### src/rtl/cpu_run_monitor_pkg.sv
`default_nettype none
// ============================================================================
// Module      : cpu_run_monitor_pkg
// Description : Shared status codes, FSM encoding and width helper for the
//               risc_cpu run-completion monitor.
// Revision    : 1.0 - initial release
// ============================================================================
package cpu_run_monitor_pkg;

    typedef enum logic [2:0] {
        ST_NONE    = 3'd0,
        ST_PASS    = 3'd1,
        ST_BAD_PC  = 3'd2,
        ST_TIMEOUT = 3'd3,
        ST_STALL   = 3'd4
    } status_t;

    typedef enum logic [1:0] {
        S_IDLE = 2'd0,
        S_RUN  = 2'd1,
        S_DONE = 2'd2
    } state_t;

    // Cycle counter must be able to hold TIMEOUT itself.
    function automatic int cnt_width(input int timeout);
        return $clog2(timeout + 1);
    endfunction

endpackage
`default_nettype wire

### src/rtl/cpu_run_monitor_if.sv
`default_nettype none
// ============================================================================
// Module      : cpu_run_monitor_if
// Description : Bundle between the core-side observer (master) and the run
//               monitor (slave): start/expect, core taps, verdict and trace.
// Revision    : 1.0 - initial release
// ============================================================================
interface cpu_run_monitor_if #(
    parameter int PC_W  = 5,
    parameter int AC_W  = 8,
    parameter int CNT_W = 10,
    parameter int IDX_W = 3
);
    logic             start;
    logic [PC_W-1:0]  expected_pc;
    logic [PC_W-1:0]  pc_in;
    logic             halt_in;
    logic [AC_W-1:0]  ac_in;
    logic             busy;
    logic             done;
    logic [2:0]       status;
    logic [CNT_W-1:0] cycle_count;
    logic [PC_W-1:0]  halt_pc;
    logic [AC_W-1:0]  halt_ac;
    logic [IDX_W-1:0] trace_idx;
    logic [PC_W-1:0]  trace_pc;

    modport master (
        output start, expected_pc, pc_in, halt_in, ac_in, trace_idx,
        input  busy, done, status, cycle_count, halt_pc, halt_ac, trace_pc
    );

    modport slave (
        input  start, expected_pc, pc_in, halt_in, ac_in, trace_idx,
        output busy, done, status, cycle_count, halt_pc, halt_ac, trace_pc
    );
endinterface
`default_nettype wire

### src/rtl/cpu_run_monitor_trace_buf.sv
`default_nettype none
// ============================================================================
// Module      : run_mon_trace_buf
// Description : Circular buffer of the most recent PC changes; read index 0
//               is the newest entry. Built only when RUN_MON_TRACE_EN is set.
// Revision    : 1.0 - initial release
// ============================================================================
`ifdef RUN_MON_TRACE_EN
module run_mon_trace_buf #(
    parameter int PC_W  = 5,
    parameter int DEPTH = 8,
    parameter int IDX_W = $clog2(DEPTH)
) (
    input  wire logic             clk,
    input  wire logic             rst,
    input  wire logic             clr,
    input  wire logic             wr_en,
    input  wire logic [PC_W-1:0]  wr_pc,
    input  wire logic [IDX_W-1:0] rd_idx,
    output logic      [PC_W-1:0]  rd_pc
);
    logic [PC_W-1:0]  entries_q [DEPTH];
    logic [PC_W-1:0]  entries_d [DEPTH];
    logic [IDX_W-1:0] wr_ptr_q;
    logic [IDX_W-1:0] wr_ptr_d;
    logic [IDX_W-1:0] w_rd_addr;

    always_comb begin
        entries_d = entries_q;
        wr_ptr_d  = wr_ptr_q;
        if (clr) begin
            for (int i = 0; i < DEPTH; i++) begin
                entries_d[i] = '0;
            end
            wr_ptr_d = '0;
        end else if (wr_en) begin
            entries_d[wr_ptr_q] = wr_pc;
            wr_ptr_d            = wr_ptr_q + IDX_W'(1);
        end
    end

    always_ff @(posedge clk) begin
        if (rst) begin
            for (int i = 0; i < DEPTH; i++) begin
                entries_q[i] <= '0;
            end
            wr_ptr_q <= '0;
        end else begin
            for (int i = 0; i < DEPTH; i++) begin
                entries_q[i] <= entries_d[i];
            end
            wr_ptr_q <= wr_ptr_d;
        end
    end

    // Modulo-DEPTH wrap comes for free from the IDX_W-bit subtraction.
    assign w_rd_addr = wr_ptr_q - IDX_W'(1) - rd_idx;
    assign rd_pc     = entries_q[w_rd_addr];

endmodule
`endif
`default_nettype wire

### src/rtl/cpu_run_monitor.sv
`default_nettype none
// ============================================================================
// Module      : cpu_run_monitor
// Description : Cycle-accurate run-completion monitor for risc_cpu: PASS,
//               BAD_PC, TIMEOUT or STALL verdict plus captured PC/AC.
//               Optional PC trace buffer enabled by macro RUN_MON_TRACE_EN.
// Revision    : 1.0 - initial release
// ============================================================================
module cpu_run_monitor
    import cpu_run_monitor_pkg::*;
#(
    parameter int PC_W        = 5,
    parameter int AC_W        = 8,
    parameter int TIMEOUT     = 1000,
    parameter int STALL_LIMIT = 64,
    parameter int TRACE_DEPTH = 8
) (
    input wire logic         clk,
    input wire logic         rst,
    cpu_run_monitor_if.slave mon
);
    localparam int CNT_W   = cnt_width(TIMEOUT);
    localparam int STALL_W = $clog2(STALL_LIMIT);

    localparam logic [CNT_W-1:0]   C_CYC_LAST   = CNT_W'(TIMEOUT - 1);
    localparam logic [STALL_W-1:0] C_STALL_LAST = STALL_W'(STALL_LIMIT - 1);

    state_t             state_q,     state_d;
    status_t            status_q,    status_d;
    logic [PC_W-1:0]    exp_pc_q,    exp_pc_d;
    logic [PC_W-1:0]    prev_pc_q,   prev_pc_d;
    logic [CNT_W-1:0]   cycle_cnt_q, cycle_cnt_d;
    logic [STALL_W-1:0] stall_cnt_q, stall_cnt_d;
    logic [PC_W-1:0]    halt_pc_q,   halt_pc_d;
    logic [AC_W-1:0]    halt_ac_q,   halt_ac_d;

    logic w_pc_changed;
    assign w_pc_changed = (mon.pc_in != prev_pc_q);

    always_comb begin
        state_d     = state_q;
        status_d    = status_q;
        exp_pc_d    = exp_pc_q;
        prev_pc_d   = prev_pc_q;
        cycle_cnt_d = cycle_cnt_q;
        stall_cnt_d = stall_cnt_q;
        halt_pc_d   = halt_pc_q;
        halt_ac_d   = halt_ac_q;

        case (state_q)
            S_IDLE, S_DONE: begin
                if (mon.start) begin
                    state_d     = S_RUN;
                    status_d    = ST_NONE;
                    exp_pc_d    = mon.expected_pc;
                    prev_pc_d   = mon.pc_in;
                    cycle_cnt_d = '0;
                    stall_cnt_d = '0;
                end
            end
            S_RUN: begin
                // Halt outranks timeout and stall so a program that halts on
                // its last allowed cycle still gets a PC-based verdict.
                if (mon.halt_in) begin
                    state_d   = S_DONE;
                    status_d  = (mon.pc_in == exp_pc_q) ? ST_PASS : ST_BAD_PC;
                    halt_pc_d = mon.pc_in;
                    halt_ac_d = mon.ac_in;
                end else if (cycle_cnt_q == C_CYC_LAST) begin
                    state_d   = S_DONE;
                    status_d  = ST_TIMEOUT;
                    halt_pc_d = mon.pc_in;
                    halt_ac_d = mon.ac_in;
                end else if ((stall_cnt_q == C_STALL_LAST) && !w_pc_changed) begin
                    state_d   = S_DONE;
                    status_d  = ST_STALL;
                    halt_pc_d = mon.pc_in;
                    halt_ac_d = mon.ac_in;
                end else begin
                    cycle_cnt_d = cycle_cnt_q + CNT_W'(1);
                    stall_cnt_d = w_pc_changed ? '0 : stall_cnt_q + STALL_W'(1);
                    prev_pc_d   = mon.pc_in;
                end
            end
            default: begin
                state_d = S_IDLE;
            end
        endcase
    end

    always_ff @(posedge clk) begin
        if (rst) begin
            state_q     <= S_IDLE;
            status_q    <= ST_NONE;
            exp_pc_q    <= '0;
            prev_pc_q   <= '0;
            cycle_cnt_q <= '0;
            stall_cnt_q <= '0;
            halt_pc_q   <= '0;
            halt_ac_q   <= '0;
        end else begin
            state_q     <= state_d;
            status_q    <= status_d;
            exp_pc_q    <= exp_pc_d;
            prev_pc_q   <= prev_pc_d;
            cycle_cnt_q <= cycle_cnt_d;
            stall_cnt_q <= stall_cnt_d;
            halt_pc_q   <= halt_pc_d;
            halt_ac_q   <= halt_ac_d;
        end
    end

    assign mon.busy        = (state_q == S_RUN);
    assign mon.done        = (state_q == S_DONE);
    assign mon.status      = status_q;
    assign mon.cycle_count = cycle_cnt_q;
    assign mon.halt_pc     = halt_pc_q;
    assign mon.halt_ac     = halt_ac_q;

`ifdef RUN_MON_TRACE_EN
    logic w_trace_wr;
    logic w_trace_clr;

    assign w_trace_wr  = (state_q == S_RUN) && w_pc_changed;
    assign w_trace_clr = mon.start && ((state_q == S_IDLE) || (state_q == S_DONE));

    run_mon_trace_buf #(
        .PC_W  (PC_W),
        .DEPTH (TRACE_DEPTH)
    ) u_trace_buf (
        .clk    (clk),
        .rst    (rst),
        .clr    (w_trace_clr),
        .wr_en  (w_trace_wr),
        .wr_pc  (mon.pc_in),
        .rd_idx (mon.trace_idx),
        .rd_pc  (mon.trace_pc)
    );
`else
    logic w_unused_trace_idx;
    assign w_unused_trace_idx = ^mon.trace_idx;
    assign mon.trace_pc       = '0;
`endif

endmodule
`default_nettype wire
### src/flat_wrapper.sv
// flat-port wrapper written by rule: the top's interface ports become plain ports
module cpu_run_monitor_flat import cpu_run_monitor_pkg::*;
#(
    parameter int PC_W        = 5,
    parameter int AC_W        = 8,
    parameter int TIMEOUT     = 1000,
    parameter int STALL_LIMIT = 64,
    parameter int TRACE_DEPTH = 8
)
  (clk, rst, mon_start, mon_expected_pc, mon_pc_in, mon_halt_in, mon_ac_in, mon_trace_idx, mon_busy, mon_done, mon_status, mon_cycle_count, mon_halt_pc, mon_halt_ac, mon_trace_pc);
  cpu_run_monitor_if #(.PC_W(PC_W), .AC_W(AC_W)) mon_i ();
  input wire logic clk;
  input wire logic rst;
  input wire logic [$bits(mon_i.start)-1:0] mon_start;
  input wire logic [$bits(mon_i.expected_pc)-1:0] mon_expected_pc;
  input wire logic [$bits(mon_i.pc_in)-1:0] mon_pc_in;
  input wire logic [$bits(mon_i.halt_in)-1:0] mon_halt_in;
  input wire logic [$bits(mon_i.ac_in)-1:0] mon_ac_in;
  input wire logic [$bits(mon_i.trace_idx)-1:0] mon_trace_idx;
  output wire logic [$bits(mon_i.busy)-1:0] mon_busy;
  output wire logic [$bits(mon_i.done)-1:0] mon_done;
  output wire logic [$bits(mon_i.status)-1:0] mon_status;
  output wire logic [$bits(mon_i.cycle_count)-1:0] mon_cycle_count;
  output wire logic [$bits(mon_i.halt_pc)-1:0] mon_halt_pc;
  output wire logic [$bits(mon_i.halt_ac)-1:0] mon_halt_ac;
  output wire logic [$bits(mon_i.trace_pc)-1:0] mon_trace_pc;
  assign mon_i.start = mon_start;
  assign mon_i.expected_pc = mon_expected_pc;
  assign mon_i.pc_in = mon_pc_in;
  assign mon_i.halt_in = mon_halt_in;
  assign mon_i.ac_in = mon_ac_in;
  assign mon_i.trace_idx = mon_trace_idx;
  assign mon_busy = mon_i.busy;
  assign mon_done = mon_i.done;
  assign mon_status = mon_i.status;
  assign mon_cycle_count = mon_i.cycle_count;
  assign mon_halt_pc = mon_i.halt_pc;
  assign mon_halt_ac = mon_i.halt_ac;
  assign mon_trace_pc = mon_i.trace_pc;
  cpu_run_monitor #(.PC_W(PC_W), .AC_W(AC_W), .TIMEOUT(TIMEOUT), .STALL_LIMIT(STALL_LIMIT), .TRACE_DEPTH(TRACE_DEPTH)) u_core (.clk(clk), .rst(rst), .mon(mon_i));
endmodule
### config.mk
export PLATFORM = sky130hd
export DESIGN_NAME = cpu_run_monitor_flat
export DESIGN_NICKNAME = d
export VERILOG_FILES = /design/src/rtl/cpu_run_monitor_pkg.sv /design/src/rtl/cpu_run_monitor_if.sv /design/src/rtl/cpu_run_monitor_trace_buf.sv /design/src/rtl/cpu_run_monitor.sv /design/src/flat_wrapper.sv
export SDC_FILE = /design/constraint.sdc
export NUM_CORES = 1
export LEC_CHECK = 0
export ABC_AREA = 0
export BUFFER_PORTS_ARGS = -buffer_cell sky130_fd_sc_hd__buf_2
export CAP_MARGIN = 20
export CORE_MARGIN = 8
export CORE_UTILIZATION = 45
export CTS_CLUSTER_SIZE = 16
export DETAILED_ROUTE_END_ITERATION = 16
export PLACE_DENSITY = 0.76
export SETUP_SLACK_MARGIN = 0.02
export SLEW_MARGIN = 20
export SYNTH_ARGS = -nofsm -noshare
export SYNTH_HDL_FRONTEND = slang
export SYNTH_SLANG_ARGS = --single-unit
export TNS_END_PERCENT = 50
### constraint.sdc
create_clock -name clk -period 2 [get_ports clk]
set_input_delay 0 -clock clk [delete_from_list [all_inputs] [get_ports clk]]
set_output_delay 0 -clock clk [all_outputs]
set_load 0.03 [all_outputs]
==> metrics.md <==
| Metric | Value |
|---|---|
| Crit path kind | reg2reg |
| Run status | finished clean |
| Number of max-slew violations in the final report | 0 |
| Max-cap violation count | 0 |
| Hold Crit Class | in2reg |
| Setup Viol. Count Final | 0 |
| Setup_tns | 0 ps |
| Sequential Area | ~900 µm² |
| CTS max path bufs | 2 |
| Clock skew | ~8.7 ps |
| Endpoints failing hold | 0 |
| Tightest Pin Transition | between 600 and 700 ps |
| H-tree depth | 2 |
| Critical Path RT | 2230 ps |
| #FFs+latches synth | 44 |
| Maximum number of pins on one net before global-route repair | between 40 and 50 |
| First-pass GRT wire length | 9.05 mm |
| Sink Count | 44 |
| Footprint of the multi-input gates | 0.00122 mm² |
| Total design power | approximately 1.8 mW |
| Share of layout cells above drive strength 1 | 29.4% |
| Hold WS | between 5 and 6 ps |
| Simple-gate area share of the yosys netlist | a little over a fifth |
| Largest family of logic cells by synthesized area | compound AO/OA/AOI/OAI gates |
| Synthesized instance count | 240 |
| Xor/xnor share of the synthesized area | under 10% |
| Final worst path period need | ~1800 ps |
| Via density | 5.20 |
| Fmax | roughly 550 MHz |
| Leak | between 1 and 1.5 nW |
| Num CTS Buffers | 5 |
| Starting Density | a little under half |
| CP max FO | 15 |
| Fillers | around 410 |
| GRT overflow | 0 |
| Synth Cell Area | 0.00221 mm² |
| Post-synth EDFFs | 0 |
| Pre-Repair DR Iteration Count | 4 |
| Ys async rst share | 0% |
| Starting DRT DRC Count | 165 |
| CTS tree | built |
| RSZ-0062 raised after global routing | no |
| Mux cell area share after synthesis | approximately 2.7% |
| Post-Synth Adder-Cell Area | under 10% |
| Vias in the first global route | 1948 |
| Clock root buffer | clkbuf_8 |
| Post-synth top flop | dfxtp_1 |
| Register-to-Register Setup Slack | between 150 and 200 ps |
| Post-synthesis sequential area ratio | 39.8% |
| Die Wd | between 80 and 90 µm |
| Final worst-path cycle share | around nine tenths |
| Die area | between 0.007 and 0.008 mm² |
| Antenna violations before repair | 0 |
| Final Net Count | about 340 |
| Die height | approximately 86 µm |
| P per Cell Area | 652 mW/mm² |
| I/O pin cnt | between 50 and 60 |
| Maximum vdd ir drop | roughly 0.00041 V |
| Num rows | 25 |
| WL final | around 5.4 mm |
| Syn avg cell area | just over 9 µm² |
| Area delta synth->final | 27.3% |
| Antenna diode count | 0 |
| CP arrival | between 2000 and 2500 ps |
| Max transition margin | 53.5% |
| Core ar. | between 0.004 and 0.005 mm² |
| Post-DP HPWL | ~3.8 mm |
| Most common cell after layout, fill and taps aside | buf_2 |
| GPL Wtd Cong | a little under 0.8 |
| Clk slew on worst S/H paths | approximately 80 ps |
| CP endpoint kind | flop |
| Port Buffers | slightly below 50 |
| Post-synthesis compound-gate area fraction | a little under a quarter |
| Routed len/inst | 14.3 µm |
| Worst setup SP type | flop |
| Syn. warnings | 0 |
| Via count | a little under 2000 |
| Synth unique cells | 45 |
| Total track usage | between 10% and 20% |
| DRC Markers | 0 |
| Post-route ant nets | 0 |
| Highest-count cells in the layout ignoring fill and taps | 49 x buf_2, 44 x dfxtp_1, 21 x a21oi_1 |
| Worst skew pair latency | 310 ps |
-- registers in the layout, summed over array words and instances, names as in the netlist --
name / count
u_core.mon.halt_pc: 5
u_core.prev_pc_q: 5
u_core.mon.halt_ac: 8
u_core.exp_pc_q: 5
u_core.state_q: 2
u_core.stall_cnt_q: 6
u_core.mon.status: 3
u_core.mon.cycle_count: 10
-- report_power, final --
part	switching [mW]	internal, mW
Clock	0.305	0.281
Combinational	0.194	0.133
Sequential	0.0175	0.904
Total	0.517	1.32
-- synthesized netlist by cell type, types with 3 or more instances --
cell      instances  area share [%]
dfxtp_1          44              40
a21oi_1          21             4.8
nand2b_1         19             5.4
nand3_1          18             4.1
nand2_1          16             2.7
a31oi_1          14             4.0
o21ai_0          14             3.2
a31oi_2           7             4.0
and3_1            7             2.0
clkbuf_1          7             1.2
buf_4             6             2.0
mux2i_1           6             2.7
inv_1             5            0.85
nor2_1            5            0.85
xnor2_1           5             2.0
buf_2             4            0.91
nor3_1            3            0.68
or3_1             3            0.85
xor2_1            3             1.2
-- logic make-up (layout without fill, tap and decap cells) --
kind of cell | after synthesis | after routing
other cells | 1 | 5
buf+inv | 24 | 90
simple gates | 81 | 81
mux | 6 | 6
compound gates | 72 | 72
flops | 44 | 44
fa+ha+maj | 2 | 2
xor+xnor | 10 | 10
-- routing by layer --
layer / vias up / wire length, µm / track usage [%]
met1: 920 / 2420 / 17.8
met3: 6 / 263 / 4.39
met2: 43 / 2650 / 25.2
met5: - / 0 / 0
li1: 993 / - / -
met4: 0 / 73 / 5.25
-- through the flow --
| step | setup WS (ps) | cells | instance area [µm²] | util, % |
|---|---|---|---|---|
| floorplan | 40.7 | 244 | 2230 | - |
| global placement | 144 | 351 | 2530 | 53.6 |
| detailed placement | 85.9 | 351 | 2530 | 53.6 |
| CTS | 64.7 | 375 | 2790 | 59.0 |
| global route | 74.9 | 377 | 2810 | 59.6 |
| finish | 183 | 377 | 2810 | 59.6 |
-- critical path: stages, from the launching register on --
cell      delay [ps]
dfxtp_1          340
ha_1             240
nor4bb_4         170
a31oi_4          300
o31a_4           230
buf_4            200
o21ai_0          100
a21oi_1          160
-- cell type report --
type                       instances  area share [%]
timing repair buffer              76            18.2
multi-input combinational        176            43.4
inverter                           6           0.800
sequential                        44            31.3
clock inverter                     1           0.267
tap                               67            2.98
clock buffer                       7            3.07
-- timing repair --
item / 4_1_cts / 5_1_grt
hold buffers: 16 / 0
buffers inserted: 0 / 2
hold endpoints to repair: 17 / 0
gates resized for setup: 0 / 2
endpoints found under the setup margin: 0 / 25
-- worst paths after layout --
kind,to,from,depth (start not counted)
setup / recovery,u_core.mon.halt_pc[4],u_core.mon.cycle_count[0],7
hold / removal,u_core.mon.halt_pc[1],mon_pc_in[1],3
setup reg to reg,u_core.mon.halt_pc[4],u_core.mon.cycle_count[0],7
hold reg to reg,u_core.exp_pc_q[3],u_core.exp_pc_q[3],2
No activity file was read; power rests on OpenSTA's default activity.
